==> config.mk <==
export PLATFORM = sky130hd
export DESIGN_NAME = jtag_uart_tx
export DESIGN_NICKNAME = d
export VERILOG_FILES = /design/src/rtl/uart_pkg.sv /design/src/rtl/uart_bit_timer.sv /design/src/rtl/jtag_uart_tx.sv
export SDC_FILE = /design/constraint.sdc
export NUM_CORES = 1
export LEC_CHECK = 0
export ABC_CLOCK_PERIOD_IN_PS = 1900
export CORE_MARGIN = 1.5
export CORE_UTILIZATION = 45
export DETAILED_ROUTE_END_ITERATION = 8
export PLACE_DENSITY_LB_ADDON = 0.1
export SLEW_MARGIN = 0
export SYNTH_ARGS = -nofsm -noshare
export SYNTH_HDL_FRONTEND = slang
export SYNTH_SLANG_ARGS = --single-unit
==> constraint.sdc <==
create_clock -name clk_i -period 1.9 [get_ports clk_i]
set_input_delay 0.19 -clock clk_i [delete_from_list [all_inputs] [get_ports clk_i]]
set_output_delay 0.19 -clock clk_i [all_outputs]
set_load 0.02 [all_outputs]
==> src/rtl/uart_pkg.sv <==
// Shared UART definitions: transmitter state encoding, parity modes and
// frame-length arithmetic used by the TX block and the future RX block.
package uart_pkg;

    typedef enum logic [2:0] {
        ST_IDLE,
        ST_FETCH,
        ST_START,
        ST_DATA,
        ST_PARITY,
        ST_STOP
    } state_t;

    localparam int PAR_NONE = 0;
    localparam int PAR_EVEN = 1;
    localparam int PAR_ODD  = 2;

    // Clock cycles from start-bit entry until IDLE is re-entered.
    function automatic int frame_len(input int cpb, input int parity, input int stop_bits);
        return (10 + ((parity != PAR_NONE) ? 1 : 0) + (stop_bits - 1)) * cpb;
    endfunction

endpackage

==> src/rtl/uart_bit_timer.sv <==
// Free-running bit-period counter; tick marks the last cycle of each bit
// period. Holding clear keeps the count at zero so a new bit starts aligned.
module uart_bit_timer
    import uart_pkg::*;
#(
    parameter int CLKS_PER_BIT = 434
) (
    input  logic clk_i,
    input  logic rst_i,
    input  logic clear,
    output logic tick
);

    localparam int W = $clog2(CLKS_PER_BIT);
    localparam logic [W-1:0] LAST = W'(CLKS_PER_BIT - 1);

    logic [W-1:0] count;

    always_ff @(posedge clk_i) begin
        if (rst_i || clear) begin
            count <= '0;
        end else if (count == LAST) begin
            count <= '0;
        end else begin
            count <= count + W'(1);
        end
    end

    assign tick = (count == LAST);

endmodule

==> src/rtl/jtag_uart_tx.sv <==
// UART transmitter draining the host-to-JTAG byte FIFO: pops one byte per
// frame and serializes start, LSB-first data, optional parity and stop bits.
module jtag_uart_tx
    import uart_pkg::*;
#(
    parameter int CLKS_PER_BIT = 434,
    parameter int PARITY       = 0,
    parameter int STOP_BITS    = 1
) (
    input  logic        clk_i,
    input  logic        rst_i,
    input  logic [7:0]  fifo_q_i,
    input  logic        fifo_empty_i,
    output logic        fifo_rd_o,
    output logic        tx_o,
    output logic        busy_o,
    output logic [15:0] frames_o
);

    state_t     state;
    logic [7:0] shreg;
    logic       par_bit;
    logic [2:0] bit_idx;
    logic       stop_idx;
    logic       tick;
    logic       timer_clr;

    // Handshake: rdreq is asserted only from IDLE while the FIFO reports
    // data; the FIFO accepts it on that edge and presents the byte on
    // fifo_q_i during the following cycle (FETCH), where it is latched.
    assign fifo_rd_o = (state == ST_IDLE) & ~fifo_empty_i & ~rst_i;

    // IDLE and FETCH hold the timer at zero so START begins a full bit period.
    assign timer_clr = (state == ST_IDLE) || (state == ST_FETCH);

    uart_bit_timer #(
        .CLKS_PER_BIT(CLKS_PER_BIT)
    ) u_bit_timer (
        .clk_i (clk_i),
        .rst_i (rst_i),
        .clear (timer_clr),
        .tick  (tick)
    );

    always_ff @(posedge clk_i) begin
        if (rst_i) begin
            state    <= ST_IDLE;
            tx_o     <= 1'b1;
            busy_o   <= 1'b0;
            frames_o <= 16'd0;
            shreg    <= 8'd0;
            par_bit  <= 1'b0;
            bit_idx  <= 3'd0;
            stop_idx <= 1'b0;
        end else begin
            case (state)
                ST_IDLE: begin
                    tx_o <= 1'b1;
                    if (!fifo_empty_i) begin
                        state  <= ST_FETCH;
                        busy_o <= 1'b1;
                    end
                end
                ST_FETCH: begin
                    shreg   <= fifo_q_i;
                    par_bit <= (PARITY == PAR_ODD) ? ~(^fifo_q_i) : ^fifo_q_i;
                    state   <= ST_START;
                    tx_o    <= 1'b0;
                end
                ST_START: begin
                    if (tick) begin
                        state   <= ST_DATA;
                        tx_o    <= shreg[0];
                        bit_idx <= 3'd0;
                    end
                end
                ST_DATA: begin
                    if (tick) begin
                        if (bit_idx == 3'd7) begin
                            stop_idx <= 1'b0;
                            if (PARITY != PAR_NONE) begin
                                state <= ST_PARITY;
                                tx_o  <= par_bit;
                            end else begin
                                state <= ST_STOP;
                                tx_o  <= 1'b1;
                            end
                        end else begin
                            shreg   <= shreg >> 1;
                            tx_o    <= shreg[1];
                            bit_idx <= bit_idx + 3'd1;
                        end
                    end
                end
                ST_PARITY: begin
                    if (tick) begin
                        state    <= ST_STOP;
                        tx_o     <= 1'b1;
                        stop_idx <= 1'b0;
                    end
                end
                ST_STOP: begin
                    if (tick) begin
                        if (STOP_BITS == 1 || stop_idx) begin
                            state    <= ST_IDLE;
                            busy_o   <= 1'b0;
                            frames_o <= frames_o + 16'd1;
                        end else begin
                            stop_idx <= 1'b1;
                        end
                    end
                end
                default: begin
                    state  <= ST_IDLE;
                    tx_o   <= 1'b1;
                    busy_o <= 1'b0;
                end
            endcase
        end
    end

endmodule

==> impl_metrics.csv, run 1 <==
group,metric,value,unit
power,max-vdd-ir-drop,0.373,mV
critical_path,endpoint_kind,"flop",
logic_synthesis,synth.most_common_cell,"dfxtp_1",
placed_design,place_congestion,0.777,
critical_path,reg2reg_to,"frames_o[15]$_SDFFE_PP0P_",
hold_path,min_to,"bit_idx[1]$_SDFFE_PP0P_",
timing,layout_min_cycle_time,1.76,ns
critical_path,crit_required,2.09,ns
cts,clockRootBuffer,"clkbuf_8",
logic_synthesis,yosysSeqAreaShare,38.1,%
floorplan,core_area,4660,um^2
timing,clock.fmax,0.568,GHz
placed_design,place_ws,0.0507,ns
timing,slew_headroom,66.4,%
cts,holdBufCountCts,0,
cts,clk_path_buf_depth,2,
logic_synthesis,synth.distinct_cells,47,
critical_path,reg2reg_slack,0.14,ns
floorplan,initial_core_util,46.3,%
critical_path,critPathLaunch,"u_bit_timer.count[1]$_SDFF_PP0_",
critical_path,r2r_start,"u_bit_timer.count[1]$_SDFF_PP0_",
drt,viasPerCell,5.64,
run_status,outcome,"finished, final reports clean",
logic_synthesis,syn_avg_cell_area,8.53,um^2
cts,insertion_delay,0.29,ns
global_routing,antenna_found_initial,0,
logic_synthesis,netlist.top_cell.by_area,"dfxtp_1",
power,p_leak,0.872,nW
hold_path,hp-start,"bit_idx[1]$_SDFFE_PP0P_",
power,power_density,608,nW/um^2
critical_path,crit_type,"flop to flop",
logic_synthesis,synthFlopType,"dfxtp_1",
global_routing,grt_start_max_net_pins,33,
placed_design,io_buffers,29,
logic_synthesis,synth.area.top_cells,"dfxtp_1, nor2_1, a21oi_1",
cts,h-tree-depth,2,
run,cap_violations,0,
timing,fin_crit_sh,92.7,%
drt,wl_per_cell,13.8,um
timing,grt_setup_unrepaired,"no",
power,p_int,0.00125,W
timing,maxSlewViolCount,0,
floorplan,rows,25,
drt,drtIter0Drc,60,
timing,setup_viol,0,
logic_synthesis,synth_seq_cells,41,
timing,fin_ws,0.138,ns
critical_path,cp.arrival,1.95,ns
floorplan,dieHeight,72.2,um
logic_synthesis,syn_nets,269,
logic_synthesis,yosys-top-cells-count,"dfxtp_1, nor2_1, a21oi_1",
drt,dr.pass1.iters,4,
critical_path,crit_fanout,11,
power,netSwitchingFraction,23.4,%
finish,nets,307,
placed_design,hpwlAfterDp,3.27,mm
global_routing,grt_pass1_wl,7.98,mm
logic_synthesis,synthCells,253,
logic_synthesis,yosysWarningCount,0,
cts,numCtsBuffers,5,
drt,vias,1946,
global_routing,grt_pass1_vias,1787,
finish,area_delta_synth_final,24.1,%
power,pwr-share-comb,10.1,%
timing,finClkSkew,0.00477,ns
cts,cts_sinks,41,
finish,fillers,460,
global_routing,grtUsageTotal,19.1,%
cts,cts_tree,"built",
critical_path,start_kind,"flop",
drt,routed_wl,4.77,mm
floorplan,io_pins,30,
floorplan,dieArea,5220,um^2
timing,timing.final.hold_violations,0,
timing,tightest_slew,0.504,ns
power,switching_power,0.000382,W
global_routing,globalRoute.totalOverflow,0,
logic_synthesis,yosys.area.top_type_share,38.1,%
drt,ant_nets,0,
critical_path,reg2regPathDepth,6,
hold_path,hp-class,"flop to flop",
logic_synthesis,ys_async_sr_fraction,0,%
finish,fin_cells,345,
hold_path,min_path_cells,2,
drt,drcViolationCount,0,
floorplan,die_x,72.2,um
cts,clk_pin_slew,0.07,ns
timing,tns,0,ns
placed_design,dp.cells,337,
logic_synthesis,synth_edf_count,0,
finish,antennaDiodeCount,0,
power,p_seq_share,54.9,%
logic_synthesis,syn_area,2160,um^2
finish,drive_above_1_share,11.3,%
power,clkPwrFrac,35.0,%
worst max-delay path by stage:
stage                                end  slack (ns)  cells past startpoint
3_5_place_dp   frames_o[10]$_SDFFE_PP0P_        0.05                      6
3_3_place_gp                   fifo_rd_o        0.06                      3
2_1_floorplan                  fifo_rd_o        0.14                      4
5_1_grt          bit_idx[2]$_SDFFE_PP0P_       0.002                      6
6_report       frames_o[15]$_SDFFE_PP0P_        0.14                      6
4_1_cts        frames_o[12]$_SDFFE_PP0P_        0.04                      6
critical path, stage by stage, from the launching register on:
cell	delay [ns]
dfxtp_1	0.32
inv_1	0.05
ha_1	0.17
and4bb_4	0.31
nand3_2	0.24
o31a_1	0.36
o21ba_2	0.20
per-stage QoR:
step           power (W)  util, %  hold slack (ns)  area [um^2]
6_report         0.00163     57.4            0.465         2680
3_3_place_gp     0.00108     55.2            0.446         2570
4_1_cts          0.00166     57.1            0.469         2660
3_5_place_dp     0.00108     55.2            0.459         2570
2_1_floorplan    0.00101        -            0.373         2160
5_1_grt          0.00170     57.4            0.484         2680
cell usage in the layout, fill, tap and decap left out, types with 2 or more instances in the layout:
cell | netlist | final
a211oi_1 | 6 | 6
a21oi_1 | 21 | 21
a221oi_1 | 2 | 2
a31oi_1 | 2 | 2
and2_1 | 3 | 3
and3_1 | 3 | 3
and4_1 | 2 | 2
buf_4 | 0 | 17
clkbuf_8 | 0 | 6
clkdlybuf4s50_1 | 0 | 28
dfxtp_1 | 41 | 41
ha_1 | 5 | 5
inv_1 | 4 | 4
mux2i_1 | 7 | 7
nand2_1 | 15 | 14
nand2b_1 | 8 | 8
nand3_1 | 11 | 11
nand3b_1 | 3 | 3
nand4_1 | 8 | 8
nor2_1 | 31 | 31
nor2b_1 | 2 | 2
nor3_1 | 3 | 3
nor4_1 | 4 | 4
nor4b_1 | 2 | 2
o21ai_0 | 3 | 3
o21ba_2 | 2 | 2
o31a_1 | 2 | 2
o31ai_1 | 9 | 9
or3_1 | 4 | 4
or4_1 | 8 | 8
xnor2_1 | 6 | 6
xor2_1 | 5 | 5
area by class of cell:
| cell class | instances | area, um^2 | area share [%] |
|---|---|---|---|
| inverter | 4 | 15.0 | 0.561 |
| multi-input combinational | 193 | 1270 | 47.5 |
| tap | 54 | 67.6 | 2.52 |
| clock buffer | 7 | 86.3 | 3.23 |
| sequential | 41 | 821 | 30.7 |
| timing repair buffer | 46 | 417 | 15.6 |
cells by family after synthesis:
group	after synthesis	synth area share [%]
AND/OR/NAND/NOR	117	31.7
AO/OA/AOI/OAI	52	15.8
flip-flops	41	38.1
buffers and inverters	20	3.83
XOR/XNOR	11	4.47
multiplexers	7	3.25
adder cells (fa/ha/maj)	5	2.90
state kept, by name, indices dropped and copies added (netlist names):
register / flops
bit_idx: 3
busy_o: 1
frames_o: 16
shreg: 8
state: 3
tx_o: 1
u_bit_timer.count: 9
metal layers:
metal / track usage, % / wire [um] / up-vias
li1: - / - / 1007
met1: 25.4 / 2400 / 904
met2: 31.6 / 2170 / 30
met3: 4.17 / 158 / 5
met4: 5.03 / 44 / 0
met5: 0 / 0 / -
power groups by stage:
stage               Clock [W]  Combinational, W  Sequential (W)
floorplan                   0         0.0000992        0.000913
global placement            0          0.000165        0.000914
detailed placement          0          0.000166        0.000914
CTS                  0.000597          0.000166        0.000894
global route         0.000622          0.000185        0.000897
finish               0.000569          0.000165        0.000894
what timing repair did:
item,CTS,global route
endpoints found under the hold margin,0,0
gates resized for setup,1,2
setup endpoints to repair,1,9
setup buffers,0,0
pin swaps,0,1
cloned,0,1
Note: power is estimated with default switching activity, not from simulation.
==> inputs of run 2 (changes only) <==
--- a/config.mk
+++ b/config.mk
@@ -5,8 +5,7 @@
 export SDC_FILE = /design/constraint.sdc
 export NUM_CORES = 1
 export LEC_CHECK = 0
-export ABC_CLOCK_PERIOD_IN_PS = 1900
-export CORE_MARGIN = 1.5
+export ABC_CLOCK_PERIOD_IN_PS = 1800
 export CORE_UTILIZATION = 45
 export DETAILED_ROUTE_END_ITERATION = 8
 export PLACE_DENSITY_LB_ADDON = 0.1
==> constraint.sdc (replaced) <==
create_clock -name clk_i -period 1.8 [get_ports clk_i]
set_input_delay 0.18 -clock clk_i [delete_from_list [all_inputs] [get_ports clk_i]]
set_output_delay 0.18 -clock clk_i [all_outputs]
set_load 0.02 [all_outputs]
==> run 2 against run 1 <==
Compared with the run above: the flow now finishes with violations (design-rule violations); via count rose by 3.7%; maximum frequency barely moved; sequential power rose by 5.6%; clock power rose by 3%; die area fell by 2.7%; power rose by 4.9%; worst hold slack improved by 0.020 ns; utilization rose by 5.5 points; clock skew fell by 0.0027 ns; critical path type unchanged; critical endpoint is now bit_idx[1]$_SDFFE_PP0P_.
==> impl_metrics.csv, run 2 (synthesis gave the netlist of run 1 again) <==
group,metric,value,unit
cts,clockRootBuffer,"clkbuf_8",
critical_path,crit_type,"flop to flop",
timing,fin_ws,0.0380,ns
finish,antennaDiodeCount,0,
power,switching_power,0.000423,W
placed_design,io_buffers,29,
timing,grt_setup_unrepaired,"yes",
cts,cts_sinks,41,
cts,numCtsBuffers,5,
timing,layout_min_cycle_time,1.76,ns
timing,finalHoldWorstSlack,0.484,ns
global_routing,grt_start_max_net_pins,33,
cts,clk_path_buf_depth,2,
drt,ant_nets,0,
cts,clk_pin_slew,0.08,ns
timing,timing.final.hold_violations,0,
drt,drtIter0Drc,126,
floorplan,core_area,4470,um^2
drt,routed_wl,4.89,mm
placed_design,hpwlAfterDp,3.26,mm
finish,largestRegisters,"frames_o (16), u_bit_timer.count (9), shreg (8)",
floorplan,io_pins,30,
timing,clock.fmax,0.568,GHz
timing,tightest_slew,0.487,ns
critical_path,endpoint_kind,"flop",
power,p_leak,0.937,nW
power,clkPwrFrac,34.2,%
floorplan,initial_core_util,48.2,%
finish,largest_reg_flops,16,
placed_design,place_ws,0.00753,ns
global_routing,grt_pass1_wl,8.29,mm
run_status,violations,"design-rule violations",
critical_path,start_kind,"flop",
timing,finClkSkew,0.00208,ns
floorplan,rows,24,
floorplan,die_x,71.2,um
run_status,outcome,"complete, but fails checks",
critical_path,reg2reg_to,"bit_idx[1]$_SDFFE_PP0P_",
power,max-vdd-ir-drop,0.527,mV
run,cap_violations,0,
power,netSwitchingFraction,24.8,%
critical_path,cp-endpoint,"bit_idx[1]$_SDFFE_PP0P_",
global_routing,antenna_found_initial,0,
critical_path,reg2regPathDepth,7,
critical_path,r2r_start,"u_bit_timer.count[1]$_SDFF_PP0_",
cts,h-tree-depth,2,
power,p_seq_share,55.3,%
power,pwr-share-comb,10.5,%
critical_path,crit_fanout,6,
hold_path,hp-class,"input pin to flop",
global_routing,grtUsageTotal,20.4,%
floorplan,dieHeight,71.2,um
critical_path,cp.arrival,1.98,ns
drt,drcViolationCount,2,
critical_path,reg2reg_slack,0.04,ns
power,p_int,0.00128,W
cts,holdBufCountCts,0,
global_routing,grt_pass1_vias,1895,
cts,cts_tree,"built",
timing,fin_crit_sh,97.9,%
global_routing,globalRoute.totalOverflow,0,
critical_path,critPathLaunch,"u_bit_timer.count[1]$_SDFF_PP0_",
drt,dr.pass1.iters,6,
drt,wl_per_cell,13.7,um
floorplan,dieArea,5070,um^2
finish,final_cell_mix,"dfxtp_1, nor2_1, clkdlybuf4s50_1, buf_4, a21oi_1",
timing,slew_headroom,67.5,%
critical_path,crit_required,2.02,ns
placed_design,place_congestion,0.779,
power,power_density,606,nW/um^2
finish,area_delta_synth_final,30.6,%
timing,setup_viol,0,
cts,insertion_delay,0.29,ns
drt,viasPerCell,5.67,
finish,regMostFlops,"frames_o",
drt,vias,2018,
finish,final_common_cell,"dfxtp_1",
finish,drive_above_1_share,18.1,%
finish,nets,319,
timing,maxSlewViolCount,0,
[run 2: changes by cell type in the layout (fill, tap and decap cells not counted), sizes merged]
cell / change
buf: +12
clkbuf: -1
clkinv: +2
[run 2: repair_timing]
| action | in CTS | in global routing |
|---|---|---|
| resized for setup | 3 | 11 |
| setup buffers | 3 | 2 |
| endpoints found under the setup margin | 10 | 22 |
| pin swaps | 8 | 7 |
| cloned | 0 | 1 |
[run 2: cell type report]
cell class,instances,area [um^2]
inverter,4,15.0
fill,392,1660
timing repair buffer,58,523
tap,52,65.1
clock inverter,2,10.0
multi-input combinational,193,1310
sequential,41,823
clock buffer,6,72.6
[run 2: how the worst min path moves through the flow]
| stage | startpoint | to | depth (start not counted) |
|---|---|---|---|
| finish | fifo_q_i[7] | shreg[7]$_SDFFE_PP0P_ | 3 |
| global route | busy_o$_SDFFE_PP0P_ | busy_o$_SDFFE_PP0P_ | 2 |
| CTS | bit_idx[2]$_SDFFE_PP0P_ | bit_idx[2]$_SDFFE_PP0P_ | 2 |
| detailed placement | bit_idx[2]$_SDFFE_PP0P_ | bit_idx[2]$_SDFFE_PP0P_ | 2 |
| global placement | bit_idx[1]$_SDFFE_PP0P_ | bit_idx[1]$_SDFFE_PP0P_ | 2 |
| floorplan | fifo_q_i[7] | shreg[7]$_SDFFE_PP0P_ | 2 |
[run 2: metrics by stage]
| stage | setup TNS [ns] | util, % | power, W | instances | area (um^2) |
|---|---|---|---|---|---|
| 6_report | 0 | 62.9 | 0.00171 | 356 | 2820 |
| 5_1_grt | -0.141 | 62.9 | 0.00179 | 356 | 2820 |
| 4_1_cts | 0 | 61.5 | 0.00173 | 354 | 2750 |
| 3_5_place_dp | 0 | 59.1 | 0.00114 | 343 | 2650 |
| 3_3_place_gp | 0 | 59.1 | 0.00114 | 343 | 2650 |
| 2_1_floorplan | 0 | - | 0.00107 | 253 | 2160 |
[run 2: power groups by stage]
stage / registers (W) / clock network (W) / logic (W)
floorplan: 0.000964 / 0 / 0.000105
global placement: 0.000964 / 0 / 0.000179
detailed placement: 0.000964 / 0 / 0.000179
CTS: 0.000943 / 0.000605 / 0.000179
global route: 0.000947 / 0.000642 / 0.000203
finish: 0.000944 / 0.000584 / 0.000179
[run 2: worst max-delay path, stage by stage (launching register included)]
cell and delay (ns):
dfxtp_2 0.33, inv_2 0.06, ha_4 0.13, and4bb_4 0.27, buf_6 0.11, nand4_1 0.21
or3_1 0.43, a21oi_2 0.16
[run 2: routing by layer]
metal	global-route usage, %	part of all wire, %	vias up	wire length [um]
met5	0	0	-	0
met1	28.3	51	946	2510
met4	6.67	0.59	0	29
li1	-	-	1035	-
met2	32.0	44	35	2170
met3	4.22	3.6	2	178
